## src/rtl/led_demux_sequencer.sv

```systemverilog
// LED demux sequencer: walks a registered 3-bit select across eight LEDs,
// dwelling a programmable number of clocks per position, in four sweep modes.
module led_demux_sequencer #(
  parameter int DIV_W = 24
) (
  input  logic             clk,
  input  logic             rst_n,
  input  logic             start,
  input  logic             stop,
  input  logic [1:0]       mode,
  input  logic [DIV_W-1:0] dwell,
  input  logic             x_in,
  output logic [2:0]       sel,
  output logic             x_out,
  output logic [7:0]       LED,
  output logic             busy,
  output logic             done
);

  typedef enum logic {IDLE, RUN} state_t;

  localparam logic [1:0] MODE_UP     = 2'b00;
  localparam logic [1:0] MODE_WRAP   = 2'b01;
  localparam logic [1:0] MODE_BOUNCE = 2'b10;
  localparam logic [1:0] MODE_DOWN   = 2'b11;

  state_t           state_q, state_d;
  logic [2:0]       sel_d;
  logic [DIV_W-1:0] cnt_q, cnt_d;
  logic [DIV_W-1:0] dwell_q, dwell_d;
  logic [1:0]       mode_q, mode_d;
  logic             dir_q, dir_d;   // 1 = stepping down
  logic             done_d;
  logic             finish;

  always_comb begin
    // NOTE: every signal gets a default before any branch, so no path leaves a
    // value unassigned and no latch is inferred.
    state_d = state_q;
    sel_d   = sel;
    cnt_d   = cnt_q;
    dwell_d = dwell_q;
    mode_d  = mode_q;
    dir_d   = dir_q;
    done_d  = 1'b0;
    finish  = 1'b0;

    case (state_q)
      IDLE: begin
        sel_d = 3'd0;
        cnt_d = '0;
        if (start && !stop) begin
          state_d = RUN;
          mode_d  = mode;
          dwell_d = (dwell == '0) ? DIV_W'(1) : dwell;
          sel_d   = (mode == MODE_DOWN) ? 3'd7 : 3'd0;
          dir_d   = (mode == MODE_DOWN);
        end
      end
      RUN: begin
        if (stop) begin
          state_d = IDLE;
          sel_d   = 3'd0;
          cnt_d   = '0;
          dir_d   = 1'b0;
        end else if (cnt_q == dwell_q - DIV_W'(1)) begin
          cnt_d = '0;
          case (mode_q)
            MODE_UP:   if (sel == 3'd7) finish = 1'b1; else sel_d = sel + 3'd1;
            MODE_DOWN: if (sel == 3'd0) finish = 1'b1; else sel_d = sel - 3'd1;
            MODE_WRAP: sel_d = sel + 3'd1;
            MODE_BOUNCE: begin
              // Turn around at an endpoint only after it has had its dwell.
              if (!dir_q) begin
                if (sel == 3'd7) begin
                  sel_d = 3'd6;
                  dir_d = 1'b1;
                end else begin
                  sel_d = sel + 3'd1;
                end
              end else begin
                if (sel == 3'd0) begin
                  sel_d = 3'd1;
                  dir_d = 1'b0;
                end else begin
                  sel_d = sel - 3'd1;
                end
              end
            end
            default: sel_d = sel;
          endcase
          if (finish) begin
            state_d = IDLE;
            sel_d   = 3'd0;
            dir_d   = 1'b0;
            done_d  = 1'b1;
          end
        end else begin
          cnt_d = cnt_q + DIV_W'(1);
        end
      end
      default: state_d = IDLE;
    endcase
  end

  // NOTE: state registers use non-blocking assignments so every flop samples
  // the pre-edge values regardless of statement order.
  always_ff @(posedge clk or negedge rst_n) begin
    if (!rst_n) begin
      state_q <= IDLE;
      sel     <= 3'd0;
      cnt_q   <= '0;
      dwell_q <= DIV_W'(1);
      mode_q  <= MODE_UP;
      dir_q   <= 1'b0;
      done    <= 1'b0;
    end else begin
      state_q <= state_d;
      sel     <= sel_d;
      cnt_q   <= cnt_d;
      dwell_q <= dwell_d;
      mode_q  <= mode_d;
      dir_q   <= dir_d;
      done    <= done_d;
    end
  end

  assign busy  = (state_q == RUN);
  assign x_out = busy & x_in;

  always_comb begin
    LED = x_out ? (8'b1 << sel) : 8'h00;
  end

endmodule
```

## config.mk

```make
export PLATFORM = sky130hd
export DESIGN_NAME = led_demux_sequencer
export DESIGN_NICKNAME = d
export VERILOG_FILES = /design/src/rtl/led_demux_sequencer.sv
export SDC_FILE = /design/constraint.sdc
export NUM_CORES = 1
export LEC_CHECK = 0
export BUFFER_PORTS_ARGS = -buffer_cell sky130_fd_sc_hd__buf_4
export CORE_ASPECT_RATIO = 1.4
export CORE_MARGIN = 4
export CORE_UTILIZATION = 23
export CTS_CLUSTER_DIAMETER = 40
export CTS_CLUSTER_SIZE = 16
export DETAILED_ROUTE_END_ITERATION = 12
export SYNTH_ARGS = -nofsm -noshare
export SYNTH_HDL_FRONTEND = slang
export SYNTH_SLANG_ARGS = --single-unit
export TNS_END_PERCENT = 5
```

## constraint.sdc

```tcl
create_clock -name clk -period 5.2 [get_ports clk]
set_input_delay 0.78 -clock clk [delete_from_list [all_inputs] [get_ports clk]]
set_output_delay 0.78 -clock clk [all_outputs]
set_load 0.05 [all_outputs]
```

* Word-level counts from Yosys, hierarchy flattened
Cells that the tools add are included.
** Storage, ports and cells
- Flip-flop bits (word level) :: 56
- Bits of input ports :: 31
- Word-level logic and storage cells :: 73
** Cells by class
- Add/subtract/negate cells :: 4
- Eq/ne operators :: 11
- Shift-type cells :: 1
- Muxes and demuxes :: 40
- Bitwise logic cells :: 2
- Reduce and logical (&&, ||, !) cells :: 8
** Operators with widths (number)
- $mux W24 :: 3
- $pmux W24 S2 :: 1
- $mux W3 :: 10
- $add A24 B1 Y24 const B :: 1
- $eq A24 B24 Y1 :: 1
- $logic_not A24 Y1 :: 1
- $sub A24 B1 Y24 const B :: 1
- $mux W1 :: 20
- $pmux W3 S4 :: 1
- $ne A5 B5 Y1 const B :: 2
- $mux W8 :: 1
- $shl A1 B3 Y8 const A :: 1
- $eq A2 B2 Y1 const B :: 3
- $pmux W1 S2 :: 3
- $pmux W3 S2 :: 1
- $reduce_and A3 Y1 :: 2
- $ne A4 B2 Y1 const B :: 1
- $add A3 B1 Y3 const B :: 1
- $eq A3 B3 Y1 const B :: 1
- $logic_not A3 Y1 :: 1
- $ne A3 B2 Y1 const B :: 1
- $sub A3 B1 Y3 const B :: 1
- $eq A2 B1 Y1 const B :: 1
- $logic_not A2 Y1 :: 1
- 6 further kinds :: 6

* Logic depth before layout (Yosys ltp)
- Depth in word-level cells :: 10
- Mapped depth :: 13

* Worst setup path before layout
Ideal clock, no wire load.
- Path kind :: reg-to-reg
- Start :: register dwell_q[0]
- End :: register dir_q
- Library setup time :: 0.121 ns
- Arrival :: 2.806 ns
- Path slack :: 2.273 ns
- Stages on the path, launching flop included :: 13
- Cell sequence :: dfstp_2 > buf_2 > inv_1 > ha_1 > clkbuf_1 > nor2b_1 > or3_1 > a31oi_1 > nand2_2 > a2111oi_4 > nand4_2 > a21bo_1 > a22o_1
** Between the ends
- Longest elaborated chain between the ends :: 4
** Ends and longest elaborated chain
- start, declared :: line 30 : logic [DIV_W-1:0] dwell_q, dwell_d;
- start signal, assigned :: line 121 : dwell_q <= dwell_d;
- $sub A24 B1 Y24 :: line 66 : end else if (cnt_q == dwell_q - DIV_W'(1)) begin
- $eq A24 B24 Y1 :: line 66
- $ne A3 B2 Y1 (no source line)
- $reduce_and A3 Y1 (no source line)
- end signal, assigned :: line 123 : dir_q <= dir_d;
- end, declared :: line 32 : logic dir_q, dir_d;
Every way passes these cells.
A chain may end at the register's enable or synchronous reset.

* Final worst setup path
- Start :: register dwell_q[2]
- End :: register state_q (netlist: busy)
** Between the ends
- Longest elaborated chain between the ends :: 5
** Ends and longest elaborated chain
- $sub A24 B1 Y24 :: line 66
- $eq A24 B24 Y1 :: line 66
- $mux W1 :: line 66
- $mux W1 :: line 61 : if (stop) begin
- $pmux W1 S2 :: line 48 : case (state_q)
- named net state_d :: line 27 : state_t state_q, state_d;
- end signal, assigned :: line 118 : state_q <= state_d;
- end, declared :: line 27
The timed path passes the listed nets, and every way through them passes these cells.

==> results.py <==
metrics = {
    "critical_path": {
        "critPathBufInv": 0,
        "cp.required_ns": 5.35,
        "critical_path.top_delay_family": "simple AND/OR/NAND/NOR gates",
        "crit_path_end_kind": "register",
        "path_cells": "nor4_2 -> and3_1 -> and3_1 -> o2111ai_1 -> a2111oi_4 -> nand4_2 -> nand2_2 -> nand3_1",
        "worst_path_most_repeated_cell": "and3_1",
        "critPathMaxStageDelay_ns": 0.94,
        "worst-path-max-fanout": 25,
        "critPathKind": "reg -> reg",
        "crit_arrival_ns": 3.67,
        "slowest_stage": "nor4_2",
        "crit_path_start_kind": "register",
    },
    "global_route": {
        "antenna_found_initial": 0,
        "grt-ovfl-total": 0,
        "grt_pass1_wl_mm": 17.0,
        "grt_max_degree": 57,
        "grt_use_total_pct": 10.8,
        "grt_pass1_vias": 3498,
    },
    "detailed_routing": {
        "wl_met2_mm": 5.12,
        "drt_wl_total_mm": 9.95,
        "drt_pass1_iterations": 4,
        "top_layer_used": "met4",
        "dr_wl_met3_um": 351,
        "drtIter0Drc": 145,
        "drcViolationCount": 0,
        "vias": 3305,
        "met1_length_mm": 4.09,
        "wl_per_cell_um": 14.9,
        "viasPerCell": 4.95,
        "ant_nets": 0,
    },
    "clock_tree": {
        "cts_hold_buffers": 0,
        "clkTransAtPathRegs_ns": 0.07,
        "numCtsBuffers": 5,
        "clock_sinks": 56,
        "ctsLongestPathBuffers": 2,
        "ctsHtreeMaxLevel": 2,
        "post_cts_buffers": 0,
        "cts_root_buf": "clkbuf_16",
        "cts_tree": "done",
        "cts_resized": 0,
        "clock_latency_ns": 0.30,
    },
    "synthesis": {
        "syn_area_um2": 3940,
        "synth_compound_area_share_pct": 12.7,
        "synth_top_area_share_pct": 34.9,
        "synth_edf_count": 0,
        "synth_mux_area_share_pct": 6.26,
        "syn-num-nets": 474,
        "syn_avg_cell_area_um2": 9.20,
        "synthAdderAreaFrac_pct": 4.76,
        "yosysWarningCount": 0,
        "synth_xor_area_share_pct": 9.56,
        "yosysTopAreaCell": "dfrtp_1",
        "ys_top_cells_by_area": "dfrtp_1 (35%), mux2_2 (6.0%), nor2_1 (5.0%), xor2_1 (4.9%), ha_1 (4.8%)",
        "yosysUniqueCellTypes": 67,
        "seq_area_frac_synth_pct": 35.6,
        "ys_dominant_reg_cell": "dfrtp_1",
        "synth-async-reset-ratio_pct": 100,
        "syn_inst": 428,
        "synth_top_family_by_area": "simple AND/OR/NAND/NOR gates",
        "synth_seq_cells": 56,
        "synth-simple-area-share_pct": 27.3,
    },
    "sta": {
        "final.setup.tns_ns": 0,
        "clock.fmax_ghz": 0.285,
        "fin_crit_ns": 3.51,
        "report.final.slew_viol_count": 0,
        "slew_headroom_pct": 29.3,
        "period_share_pct": 67.6,
        "tightest_slew_ns": 1.05,
        "setup_ws_ns": 1.69,
        "rsz0062_at_grt": "false",
        "final_hold_viol_count": 0,
        "clock-skew-final_ns": 0.00702,
        "report.final.setup_viol": 0,
    },
    "die": {
        "fp.dieH_um": 163,
        "io-pin-count": 45,
        "rows": 56,
        "dieArea_um2": 19300,
        "initial_utilization_pct": 23.4,
        "die_x_um": 119,
        "core_um2": 16800,
    },
    "outcome": {
        "outcome": "completed",
    },
    "final_layout": {
        "area_growth_pct": 16.9,
        "diodes": 0,
        "instances_no_fill": 668,
        "nets": 510,
        "design_area_um2": 4600,
        "final_common_cell": "dfrtp_1",
        "drive_above_1_share_pct": 20.9,
        "num-fill-cells": 1820,
        "final_cell_mix": "dfrtp_1 (55), nor2_1 (52), buf_4 (45)",
        "final_util_pct": 27.4,
    },
    "pwr": {
        "ir_drop_uv": 160,
        "power.density_cell_area_nw_per_um2": 394,
        "p_leak_nw": 1.82,
    },
    "placed_design": {
        "gp_congestion": 0.848,
        "portBuffers": 44,
        "placed_area_um2": 4450,
        "dp_cells": 660,
        "place_worst_setup_slack_ns": 1.66,
        "dpl.hpwl_mm": 7.89,
    },
    "worst_hold_path": {
        "hold_class": "in -> async",
    },
    "run": {
        "cap_viol_max_count": 0,
    },
}
-- synth_stat cells, types with 3 or more instances --
| library cell | count |
|---|---|
| dfrtp_1 | 55 |
| nor2_1 | 52 |
| nand2_1 | 30 |
| xor2_1 | 22 |
| mux2_2 | 21 |
| xnor2_1 | 21 |
| inv_1 | 18 |
| and3_1 | 16 |
| nand3_1 | 16 |
| nor3_1 | 16 |
| o21ai_0 | 16 |
| ha_1 | 15 |
| nand4_1 | 12 |
| nor4_1 | 10 |
| clkbuf_1 | 9 |
| a211oi_1 | 8 |
| nor2b_1 | 8 |
| a21oi_1 | 7 |
| a31oi_1 | 5 |
| nand4b_1 | 5 |
| buf_4 | 4 |
| nand2b_1 | 3 |
| nor3b_1 | 3 |
| or3_1 | 3 |
| or4_4 | 3 |
-- flip-flops by register name (all words and copies together), names as in the netlist --
name,flops
cnt_q,24
dwell_q,24
sel,3
mode_q,2
busy,1
dir_q,1
done,1
-- per-layer routing --
layer  vias up  GRT usage (%)
met3        21           1.91
met1      1593           11.8
li1       1620              -
met2        71           19.7
met4         0           5.69
met5         -              0
-- power by group --
group | switching [mW] | leakage, nW | internal, mW | total [mW]
logic | 0.405 | 1.04 | 0.327 | 0.732
clock network | 0.160 | 0.0691 | 0.192 | 0.352
registers | 0.195 | 0.719 | 0.538 | 0.733
total | 0.759 | 1.82 | 1.06 | 1.82
-- cells by family after synthesis --
| group | Yosys count |
|---|---|
| xor gates and xnor gates | 43 |
| and+or+nand+nor | 195 |
| AOI/OAI and AO/OA | 63 |
| muxes | 22 |
| buffers and inverters | 34 |
| adders and majority gates | 15 |
| DFF | 56 |
-- through the flow --
step	hold WS [ns]	power, mW
finish	0.531	1.82
global route	0.569	1.95
CTS	0.539	1.83
detailed placement	0.529	1.47
global placement	0.518	1.44
floorplan	0.484	1.27
-- worst paths after layout --
kind,cells past startpoint,to,slack [ns],start
max,8,busy$_DFF_PN0_,1.69,dwell_q[2]$_DFFE_PN0P_
min,1,dwell_q[11]$_DFFE_PN0P_,0.53,rst_n
max reg2reg,8,busy$_DFF_PN0_,1.69,dwell_q[2]$_DFFE_PN0P_
min reg2reg,1,cnt_q[0]$_DFF_PN0_,0.53,cnt_q[0]$_DFF_PN0_
max in group asynchronous,1,sel[1]$_DFFE_PN0P_,4.19,rst_n
min in group clk,1,cnt_q[0]$_DFF_PN0_,0.53,cnt_q[0]$_DFF_PN0_
-- final cells by class --
type	count	area [µm²]	share of cell area, %
Timing Repair Buffer	45	338	7.34
Inverter	18	67.6	1.47
Tap cell	203	254	5.52
Multi-Input combinational cell	338	2390	51.9
Sequential cell	56	1400	30.5
Clock inverter	2	15.0	0.326
Clock buffer	6	139	3.02
Power figures use the tool's default switching activity.
